[config.mk]
export PLATFORM = sky130hd
export DESIGN_NAME = ifq
export DESIGN_NICKNAME = d
export VERILOG_FILES = /design/src/rtl/ifq.sv
export SDC_FILE = /design/constraint.sdc
export NUM_CORES = 1
export LEC_CHECK = 0
export CAP_MARGIN = 40
export CORE_MARGIN = 4
export CORE_UTILIZATION = 62
export CTS_CLUSTER_DIAMETER = 80
export DETAILED_ROUTE_END_ITERATION = 12
export PLACE_DENSITY_LB_ADDON = 0.3
export SYNTH_ARGS = -nofsm -noshare
export SYNTH_HDL_FRONTEND = slang
export SYNTH_SLANG_ARGS = --single-unit
[constraint.sdc]
create_clock -name clk -period 17.24 [get_ports clk]
set_clock_uncertainty 0.1 [all_clocks]
set_input_delay 2.586 -clock clk [delete_from_list [all_inputs] [get_ports clk]]
set_output_delay 2.586 -clock clk [all_outputs]
set_load 0.02 [all_outputs]
[src/rtl/ifq.sv]
// Instruction fetch queue: DEPTH-entry circular buffer of {pc, inst} between fetch and decode.
// A redirect flushes all queued entries in one cycle; outputs depend on registered state only.
module ifq #(
    parameter int DEPTH = 4,
    parameter int XLEN  = 32
) (
    input  logic                       clk,
    input  logic                       rst,
    input  logic                       in_valid_i,
    input  logic [XLEN-1:0]            in_pc_i,
    input  logic [31:0]                in_inst_i,
    output logic                       in_ready_o,
    output logic                       out_valid_o,
    output logic [XLEN-1:0]            out_pc_o,
    output logic [31:0]                out_inst_o,
    input  logic                       out_ready_i,
    input  logic                       flush_i,
    output logic [$clog2(DEPTH):0]     count_o
);

    localparam int              AW   = $clog2(DEPTH);
    localparam int              CW   = AW + 1;
    localparam logic [CW-1:0]   FULL = CW'(DEPTH);
    localparam logic [31:0]     NOP  = 32'h0000_0013;

    logic [XLEN-1:0] pc_mem_q   [DEPTH];
    logic [31:0]     inst_mem_q [DEPTH];

    logic [AW-1:0] wp_q, wp_d;
    logic [AW-1:0] rp_q, rp_d;
    logic [CW-1:0] cnt_q, cnt_d;
    logic          push;
    logic          pop;

    // Ready deliberately ignores flush and out_ready_i: a full queue never accepts, even on a same-cycle pop.
    assign in_ready_o  = (cnt_q != FULL);
    assign out_valid_o = (cnt_q != '0);
    assign push        = in_valid_i & in_ready_o & ~flush_i;
    assign pop         = out_valid_o & out_ready_i & ~flush_i;
    assign count_o     = cnt_q;

    // NOTE: every always_comb output gets a default first, so no path can leave a latch behind.
    always_comb begin
        wp_d  = wp_q;
        rp_d  = rp_q;
        cnt_d = cnt_q;
        if (flush_i) begin
            wp_d  = '0;
            rp_d  = '0;
            cnt_d = '0;
        end else begin
            if (push) wp_d = wp_q + AW'(1);
            if (pop)  rp_d = rp_q + AW'(1);
            cnt_d = cnt_q + CW'(push) - CW'(pop);
        end
    end

    // NOTE: state registers use non-blocking assignments so every flop samples pre-edge values.
    always_ff @(posedge clk or posedge rst) begin
        if (rst) begin
            wp_q  <= '0;
            rp_q  <= '0;
            cnt_q <= '0;
        end else begin
            wp_q  <= wp_d;
            rp_q  <= rp_d;
            cnt_q <= cnt_d;
        end
    end

    // NOTE: storage is reset to {0, NOP} on purpose; the array is small, so per-entry reset flops are acceptable.
    always_ff @(posedge clk or posedge rst) begin
        if (rst) begin
            for (int i = 0; i < DEPTH; i++) begin
                pc_mem_q[i]   <= '0;
                inst_mem_q[i] <= NOP;
            end
        end else if (push) begin
            pc_mem_q[wp_q]   <= in_pc_i;
            inst_mem_q[wp_q] <= in_inst_i;
        end
    end

    // Empty queue presents a NOP at pc 0 so decode never sees stale storage.
    always_comb begin
        out_pc_o   = '0;
        out_inst_o = NOP;
        if (out_valid_o) begin
            out_pc_o   = pc_mem_q[rp_q];
            out_inst_o = inst_mem_q[rp_q];
        end
    end

endmodule

==> run_results.csv, run 1 <==
group,metric,value,unit
run_status,outcome,"complete, no violations",
synth,netlist_area,13200,µm²
placement,pre_cts_ws,11.52,ns
synth,synth_top_area_cell,"dfrtp_1",
grt,grt-ovfl-total,0,
route,via_per_inst,5.88,
synth,synth_xor_area_frac,0.00133,
synth,synth_compound_area_frac,0.00228,
min_path,hold_path_depth,1,
clocking,cts_setup_buffers,0,
synth,yosys_warnings,0,
critical_path,cp.required,14.55,ns
sta,fmax,161,MHz
route,dr.pass1.iters,4,
synth,synthCells,739,
sta,slew_headroom,0.445,
sta,final.setup.worst_slack,11.04,ns
synth,ys_seq_area_frac,0.500,
route,drt_iter0_markers,422,
pwr,powerDensity,191,nW/µm²
clocking,cts_tree,"yes",
clocking,clk_path_buf_depth,3,
synth,synthMuxAreaShare,0.396,
pwr,ir_drop,110,µV
grt,grt_max_degree,115,
pwr,combPwrFrac,0.411,
synth,synth_top_family_by_area,"multiplexers",
sta,setup_viol,0,
cells_and_area,syn_to_final_growth,17.0,%
clocking,cts_buffers,28,
placement,gp_congestion,0.774,
route,drt_wl_total,27700,µm
floorplanning,rows,53,
pwr,swShare,0.297,
clocking,clk_pin_slew,0.06,ns
synth,yosys.area_share.simple,0.0413,
clocking,cts_hold_buf,0,
pwr,p_clk_frac,0.219,
critical_path,r2r-start,"count_o[1]",
placement,dp_hpwl,16600,µm
floorplanning,coreArea,21000,µm²
clocking,cts.sink_count,263,
clocking,cts_max_level,1,
floorplanning,ios,138,
synth,ys_ff_latch,263,
critical_path,reg2reg_setup_slack,14.31,ns
placement,numPortBuffers,137,
pwr,power.switching,0.877,mW
floorplanning,dieHeight,154,µm
cells_and_area,final_util,0.737,
sta,setup_tns,0,ns
min_path,hold_end,"pc_mem_q[63]",
clocking,clock_latency,0.52,ns
floorplanning,die-area,23700,µm²
critical_path,r2r-end,"inst_mem_q[81]",
route,ant_nets,0,
pwr,pwr-share-seq,0.370,
min_path,hold_class,"register to register",
route,drc,0,
cells_and_area,fill_cells,1286,
job,maxCapViolations,0,
pwr,p_leak,6.72,nW
grt,grt_pass1_vias,7885,
placement,place_area,14400,µm²
pwr,internal_power,2.07,mW
route,wl_per_cell,23.8,µm
cells_and_area,design_area,15400,µm²
critical_path,startpoint_type,"register",
pwr,finalPower,2.95,mW
min_path,hp-start,"pc_mem_q[63]",
clocking,cts_resized,0,
synth,synth_area_leaders,"dfrtp_1 48%, mux2_4 27%, mux4_2 11%",
critical_path,ff2ff_path_depth,4,
sta,worstMarginPinSlew,0.832,ns
grt,gr-usage-all-layers,0.234,
cells_and_area,final_nets,944,
grt,antenna_found_initial,1,
floorplanning,floorplan.initialDensity,0.630,
cells_and_area,drive_gt1_frac,0.457,
sta,fin_crit_sh,0.359,
synth,synthAdderAreaFrac,0.00721,
sta,rsz0062_at_grt,"no",
grt,grt_pass1_wl,44700,µm
sta,post-route-min-period,6.20,ns
synth,synth_cell_types,31,
critical_path,critPathKind,"register to primary output",
route,via_count,6849,
clocking,cts_root_buffer,"clkbuf_16",
synth,syn-num-nets,815,
critical_path,critPathCaptureType,"primary output",
cells_and_area,diodes,0,
synth,yosys.area.top_type_share,0.476,
sta,hold_viol,0,
critical_path,crit_arrival,3.51,ns
critical_path,crit_fanout,36,
floorplanning,die_w,154,µm
sta,slew_viol_final,0,
synth,syn-mean-instance-area,17.9,µm²
==> layout make-up <==
cell class | instances | area, µm² | share of cell area
clock buffers | 39 | 843 | 0.0546
flip-flops and latches | 263 | 6600 | 0.428
well taps | 275 | 344 | 0.0223
repair buffers | 149 | 1530 | 0.0994
inverters | 6 | 30.0 | 0.00195
multi-input cells | 420 | 5910 | 0.383
clock inverters | 12 | 165 | 0.0107
==> metal layers <==
layer | vias to the layer above | GRT usage | routed length (µm)
met4 | 2 | 0.0475 | 382
met3 | 35 | 0.0377 | 1370
met2 | 186 | 0.389 | 13600
met1 | 3695 | 0.335 | 12300
li1 | 2931 | - | -
met5 | - | 0 | 13
==> sequential cells by signal, summed over array words and instances, names as in the netlist <==
signal / cells
count_o: 3
wp_q: 2
inst_mem_q: 128
rp_q: 2
pc_mem_q: 128
==> power groups by stage <==
stage,Clock [mW],Combinational (mW),Sequential [mW]
2_1_floorplan,0,0.900,1.01
3_3_place_gp,0,1.17,1.07
3_5_place_dp,0,1.21,1.09
4_1_cts,0.655,1.22,1.09
5_1_grt,0.684,1.28,1.12
6_report,0.646,1.21,1.09
==> how the worst max path moves through the flow <==
stage | startpoint | endpoint | slack (ns) | cells after the start
after detailed placement | rp_q[0] | out_inst_o[1] | 11.52 | 4
after CTS | rp_q[0] | out_inst_o[1] | 10.95 | 4
after floorplan | rst | count_o[0] | 7.33 | 1
after global placement | rp_q[0] | out_inst_o[4] | 11.53 | 4
final | rp_q[0] | out_inst_o[1] | 11.04 | 4
after global routing | rp_q[0] | out_inst_o[1] | 10.83 | 4
==> layout by cell type, fill, tap and decap left out, types with 2 or more instances in the layout <==
cell type / netlist / final
o21ai_0: 2 / 2
nand2_1: 2 / 2
clkinv_2: 0 / 6
dfrtp_4: 0 / 2
ha_1: 6 / 6
nor3_1: 2 / 2
and2_1: 62 / 62
or2_2: 3 / 3
mux2_2: 16 / 16
o31ai_1: 2 / 2
mux4_2: 64 / 64
clkinvlp_4: 0 / 2
dfrtp_1: 251 / 249
dfstp_2: 12 / 12
buf_4: 0 / 8
and3_4: 4 / 4
mux2_4: 240 / 240
inv_1: 6 / 4
clkdlybuf4s50_1: 0 / 137
nor2_1: 5 / 5
clkbuf_1: 9 / 2
xor2_1: 2 / 2
bufinv_16: 0 / 4
clkbuf_16: 0 / 29
buf_16: 0 / 3
clkbuf_8: 0 / 8
==> synthesized netlist by cell type (all sizes together) <==
library cell  count
mux2            256
dfrtp           251
mux4             64
and2             63
buf              41
dfstp            12
clkbuf            9
ha                6
inv               6
nor2              5
and3              4
or2               3
nand2             2
nor3              2
o21ai             2
o31ai             2
xor2              2
a21oi             1
and2b             1
fa                1
nand2b            1
nand3             1
nand4b            1
nor2b             1
or3               1
or3b              1
==> critical path, cell delays in order, from the launching register on <==
cell,delay (ns)
dfrtp_4,0.84
buf_4,0.70
mux4_2,0.60
or2_2,0.28
clkdlybuf4s50_1,0.54
==> metrics by stage <==
stage               cells  hold slack [ns]
finish               1164            0.405
detailed placement   1112            0.389
global route         1164            0.415
floorplan             739            0.375
global placement     1109            0.384
CTS                  1163            0.407
==> cells by family (layout without fill, tap and decap cells) <==
| logic type | Yosys count | count (layout) |
|---|---|---|
| muxes | 320 | 320 |
| DFF | 263 | 263 |
| and+or+nand+nor | 86 | 86 |
| buffers and inverters | 56 | 206 |
| adders and majority gates | 7 | 7 |
| AOI/OAI and AO/OA | 5 | 5 |
| xor gates and xnor gates | 2 | 2 |
(Power assumes the default switching activity.)
==> run 2: changes to the inputs <==
CORE_UTILIZATION = 57   (was 62)
clock period = 6.1 ns   (was 17.24 ns; I/O delays follow)
==> run_results.csv, run 2 (synthesis results as in run 1) <==
group,metric,value,unit
run_status,outcome,"complete, no violations",
sta,slew_headroom,0.441,
placement,dp_cells,1127,
grt,met1_usage,0.317,
grt,antenna_found_initial,1,
critical_path,cp_slowest_cell,"dfrtp_4",
pwr,finalPower,8.22,mW
critical_path,cp.buffers_inverters,2,
min_path,hold_end,"inst_mem_q[62]",
route,via_count,6842,
critical_path,ff2ff_path_depth,10,
critical_path,startpoint_type,"register",
grt,grt_pass1_wl,45500,µm
grt,grt-ovfl-total,0,
pwr,ir_drop,376,µV
floorplanning,ios,138,
cells_and_area,final_util,0.681,
floorplanning,floorplan.initialDensity,0.581,
clocking,cts_buffers,28,
placement,numPortBuffers,137,
critical_path,cpPeakStageDelay,0.71,ns
critical_path,critPathCaptureType,"primary output",
sta,slew_viol_final,0,
placement,pre_cts_ws,2.39,ns
cells_and_area,drive_gt1_frac,0.454,
min_path,hold_class,"register to register",
job,maxCapViolations,0,
clocking,cts_resized,0,
sta,rsz0062_at_grt,"no",
grt,grt_pass1_vias,7961,
cells_and_area,syn_to_final_growth,17.2,%
route,dr.pass1.iters,6,
grt,met3_usage,0.0431,
pwr,powerDensity,532,nW/µm²
cells_and_area,diodes,0,
critical_path,cp.required,5.08,ns
floorplanning,die_w,160,µm
critical_path,r2r-end,"count_o[2]",
min_path,hold_path_depth,1,
clocking,cts_root_buffer,"clkbuf_16",
critical_path,r2r-start,"count_o[1]",
clocking,clk_pin_slew,0.06,ns
grt,top_usage_layer,"met2",
clocking,clk_path_buf_depth,3,
placement,gp_congestion,0.812,
sta,setup_viol,0,
clocking,cts_setup_buffers,0,
floorplanning,rows,55,
critical_path,crit_arrival,3.21,ns
pwr,p_leak,6.72,nW
floorplanning,die-area,25600,µm²
critical_path,reg2reg_setup_slack,3.46,ns
grt,grt_util_met2,0.351,
route,drt_wl_total,27600,µm
sta,fin_crit_sh,0.692,
grt,grt_max_degree,144,
clocking,cts_tree,"yes",
clocking,clock_latency,0.53,ns
critical_path,critical_path.top_delay_family,"buffers and inverters",
cells_and_area,final_cells,1177,
sta,final.setup.worst_slack,1.88,ns
route,wl_per_cell,23.5,µm
route,ant_nets,0,
sta,setup_tns,0,ns
clocking,cts_max_level,1,
floorplanning,dieHeight,160,µm
placement,dp_hpwl,17600,µm
critical_path,crit_fanout,29,
route,via_per_inst,5.81,
sta,worstMarginPinSlew,0.838,ns
min_path,hp-start,"inst_mem_q[62]",
route,drt_iter0_markers,535,
route,drc,0,
cells_and_area,final_cell_mix,"249 x dfrtp_1, 240 x mux2_4, 137 x clkdlybuf4s50_1",
sta,hold_viol,0,
grt,gr-usage-all-layers,0.219,
sta,fmax,237,MHz
clocking,cts_hold_buf,0,
cells_and_area,layout_commonest_cell,"dfrtp_1",
sta,post-route-min-period,4.22,ns
critical_path,worstPathCellList,"buf_4, mux4_2, or2_2, clkdlybuf4s50_1",
cells_and_area,final_nets,948,
clocking,cts.sink_count,263,
critical_path,crit_cells,4,
critical_path,critPathKind,"register to primary output",
floorplanning,coreArea,22700,µm²
run 2: per-layer routing:
layer	vias up	routed length, µm
li1	2941	-
met1	3662	12500
met2	191	13200
met3	46	1460
met4	2	485
met5	-	20
run 2: layout make-up:
type	instances	area, µm²
Clock inverter	9	97.6
Sequential cell	263	6600
Tap cell	285	357
Clock buffer	41	831
Multi-Input combinational cell	420	5910
Fill cell	1499	7250
Inverter	6	26.3
Timing Repair Buffer	153	1630
run 2: stage by stage:
| stage | hold WS, ns | instance area [µm²] |
|---|---|---|
| finish | 0.405 | 15500 |
| global route | 0.413 | 15500 |
| CTS | 0.407 | 15500 |
| detailed placement | 0.388 | 14500 |
| global placement | 0.383 | 14400 |
| floorplan | 0.375 | 13200 |
run 2: worst max path at each step:
stage / startpoint / end / slack [ns]
global placement: flush_i / pc_mem_q[97] / 2.31
finish: rp_q[0] / out_inst_o[4] / 1.88
global route: rp_q[0] / out_inst_o[4] / 1.69
CTS: rp_q[0] / out_inst_o[4] / 1.78
detailed placement: rp_q[0] / out_inst_o[4] / 2.39
floorplan: rst / count_o[0] / 1.63
run 2: where the power goes:
group / switching (mW) / internal (mW) / total, mW
Sequential: 0.512 / 2.56 / 3.07
Combinational: 1.27 / 2.17 / 3.44
Clock: 0.683 / 1.02 / 1.71
Total: 2.47 / 5.75 / 8.22
run 2: worst register-to-register path: cells and delay by family (launching register included):
family | cells | cell delay [ns]
xor gates and xnor gates | 1 | 0.17
adders and majority gates | 3 | 0.73
buffers and inverters | 2 | 0.11
DFF | 1 | 0.46
and+or+nand+nor | 4 | 0.99
==> RTL edit (flow settings as in run 1) <==
The parameter `XLEN` goes from 32 to 48.
--- a/src/rtl/ifq.sv
+++ b/src/rtl/ifq.sv
@@ -2,7 +2,7 @@
 // A redirect flushes all queued entries in one cycle; outputs depend on registered state only.
 module ifq #(
     parameter int DEPTH = 4,
-    parameter int XLEN  = 32
+    parameter int XLEN  = 48
 ) (
     input  logic                       clk,
     input  logic                       rst,
Interface: changed (resized in_pc_i and out_pc_o); port bits go from 138 to 170. The function was not compared with the original's and may differ.
==> RTL edit against run 1 <==
- power increased by 18%
- final area increased by 20%
- synthesized cell count increased by 23%
- setup slack improved by 49 ps
- sequential cell count increased by 64
- sequential share of layout area increased by 1.7 points
- first-iteration DRC count increased by 5.7%
- area after synthesis increased by 18%
- maximum frequency increased by 0.79%
- routed wire length increased by 13%
- die area increased by 17%
- largest power group unchanged
==> RTL edit: results (changes against run 1) <==
post-synthesis xor/xnor area fraction=0.00112 (was 0.00133); hpwl dp=18.9 mm (was 16.6 mm); Worst Path Arrival=3460 ps (was 3510 ps); initial antenna violation count=3 (was 1); GR Util met3=0.0486 (was 0.0377); Critical Path Fanout Max=39 (was 36); Largest register FFs=approximately 190; largest family of logic cells by synthesized area=multiplexers (unchanged); share of layout cells above drive strength 1=0.450 (was 0.457); Nets=1164 (was 944); via count=8279 (was 6849); GR Layer Usage met1=0.327 (was 0.335); post-CTS setup buffers=0 (unchanged); number of diodes=0 (unchanged); register area share after synthesis=0.526 (was 0.500); first-pass GRT wire length=51.5 mm (was 44.7 mm); Largest Register=pc_mem_q; Top Layer Used=met5 (unchanged); syn nets=1003 (was 815); CTS Buf Count=36 (was 28); largest net degree at the start of global routing=125 (was 115); initial drt markers=446 (was 422); Switch Pwr=1.04 mW (was 0.877 mW); Root Driver=clkbuf_16 (unchanged); Tightest Hold Check Type=reg -> reg (unchanged); critical path start-end classification=reg -> out (unchanged); Synth area leaders=dfrtp_1 51%, mux2_4 15%, mux2_2 12% (was dfrtp_1 48%, mux2_4 27%, mux4_2 11%); final WL=31.2 mm (was 27.7 mm); mux cell area share after synthesis=0.386 (was 0.396); Pleak=8.14 nW (was 6.72 nW); status=completed (unchanged); Worst-Margin Slew=880 ps (was 832 ps); Synth cell types=32 (was 31); peak supply drop=0.146 mV (was 0.110 mV); crit-path leading delay family=buffers and inverters (unchanged); Synth warnings=0 (unchanged); Synth async-reset ratio=1.00 (unchanged); Worst-path clk slew=60 ps (about the same); Post-Synth Adder-Cell Area=0.00610 (was 0.00721); Tot GR Track Use=0.229 (was 0.234); Slowest-stage cell, CP=dfrtp_4 (unchanged); wl on met1=14.0 mm (was 12.3 mm); H-tree depth=2 (was 1); Synth top cells by count=315 x dfrtp_1, 160 x mux2_2, 160 x mux2_4 (was 251 x dfrtp_1, 240 x mux2_4, 64 x mux4_2); met2 WL=15.1 mm (was 13.6 mm); clk_lat worst skew=500 ps (was 520 ps); Clock Tree Buf Depth=3 (unchanged); post-cts sizing count=0 (unchanged); Synth Area in Compound Gates=0.00193 (was 0.00228); Port Buf Inserts=169 (was 137); CP peak stage delay=960 ps (was 840 ps); Main synth FF type=dfrtp_1 (unchanged); Routability Congestion=0.783 (was 0.774); vias in the first global route=9398 (was 7885); met3 routed WL=1.53 mm (was 1.37 mm); Pre-antenna DRT Iters=4 (unchanged); met2 Use GR=0.370 (was 0.389)
## RTL edit: cell types whose count changed after synthesis, moves of 9 or more
cell | run 1 | this run
and2_1 | 62 | 78
dfrtp_1 | 251 | 315
mux4_2 | 64 | 80
buf_2 | 9 | 24
mux2_4 | 240 | 160
buf_12 | 28 | 18
mux2_2 | 16 | 160
clkbuf_1 | 9 | 18
## RTL edit: per-stage QoR
| stage | instance area (µm²) | utilization | setup slack (ps) | hold slack [ps] | instances |
|---|---|---|---|---|---|
| global placement | 17200 | 0.702 | 11310 | 381 | 1353 |
| detailed placement | 17400 | 0.707 | 11390 | 387 | 1358 |
| global route | 18500 | 0.752 | 10860 | 405 | 1421 |
| CTS | 18500 | 0.752 | 11010 | 399 | 1421 |
| floorplan | 15600 | - | 5520 | 374 | 911 |
| finish | 18500 | 0.752 | 11090 | 398 | 1421 |
## RTL edit: worst paths after layout
check	startpoint	to	slack, ps	cells after the start
max	rp_q[0]	out_pc_o[45]	11090	5
min	pc_mem_q[79]	pc_mem_q[79]	400	1
max reg2reg	count_o[2]	pc_mem_q[127]	14060	4
min reg2reg	pc_mem_q[79]	pc_mem_q[79]	400	1
max in group asynchronous	rst	rp_q[1]	13100	3
min in group asynchronous	rst	pc_mem_q[98]	2530	2
## RTL edit: area by class of cell
type	count	area (µm²)
sequential	327	8210
multi-input combinational	516	6810
tap	324	405
timing repair buffer	185	1900
fill	1483	6080
clock inverter	10	53.8
inverter	6	30.0
clock buffer	53	1050
## RTL edit: power by group through the flow
stage          Combinational (mW)  Clock (mW)  Sequential [mW]
2_1_floorplan                1.05           0             1.25
3_3_place_gp                 1.38           0             1.32
3_5_place_dp                 1.43           0             1.33
4_1_cts                      1.44       0.735             1.33
5_1_grt                      1.51       0.769             1.38
6_report                     1.42       0.720             1.33
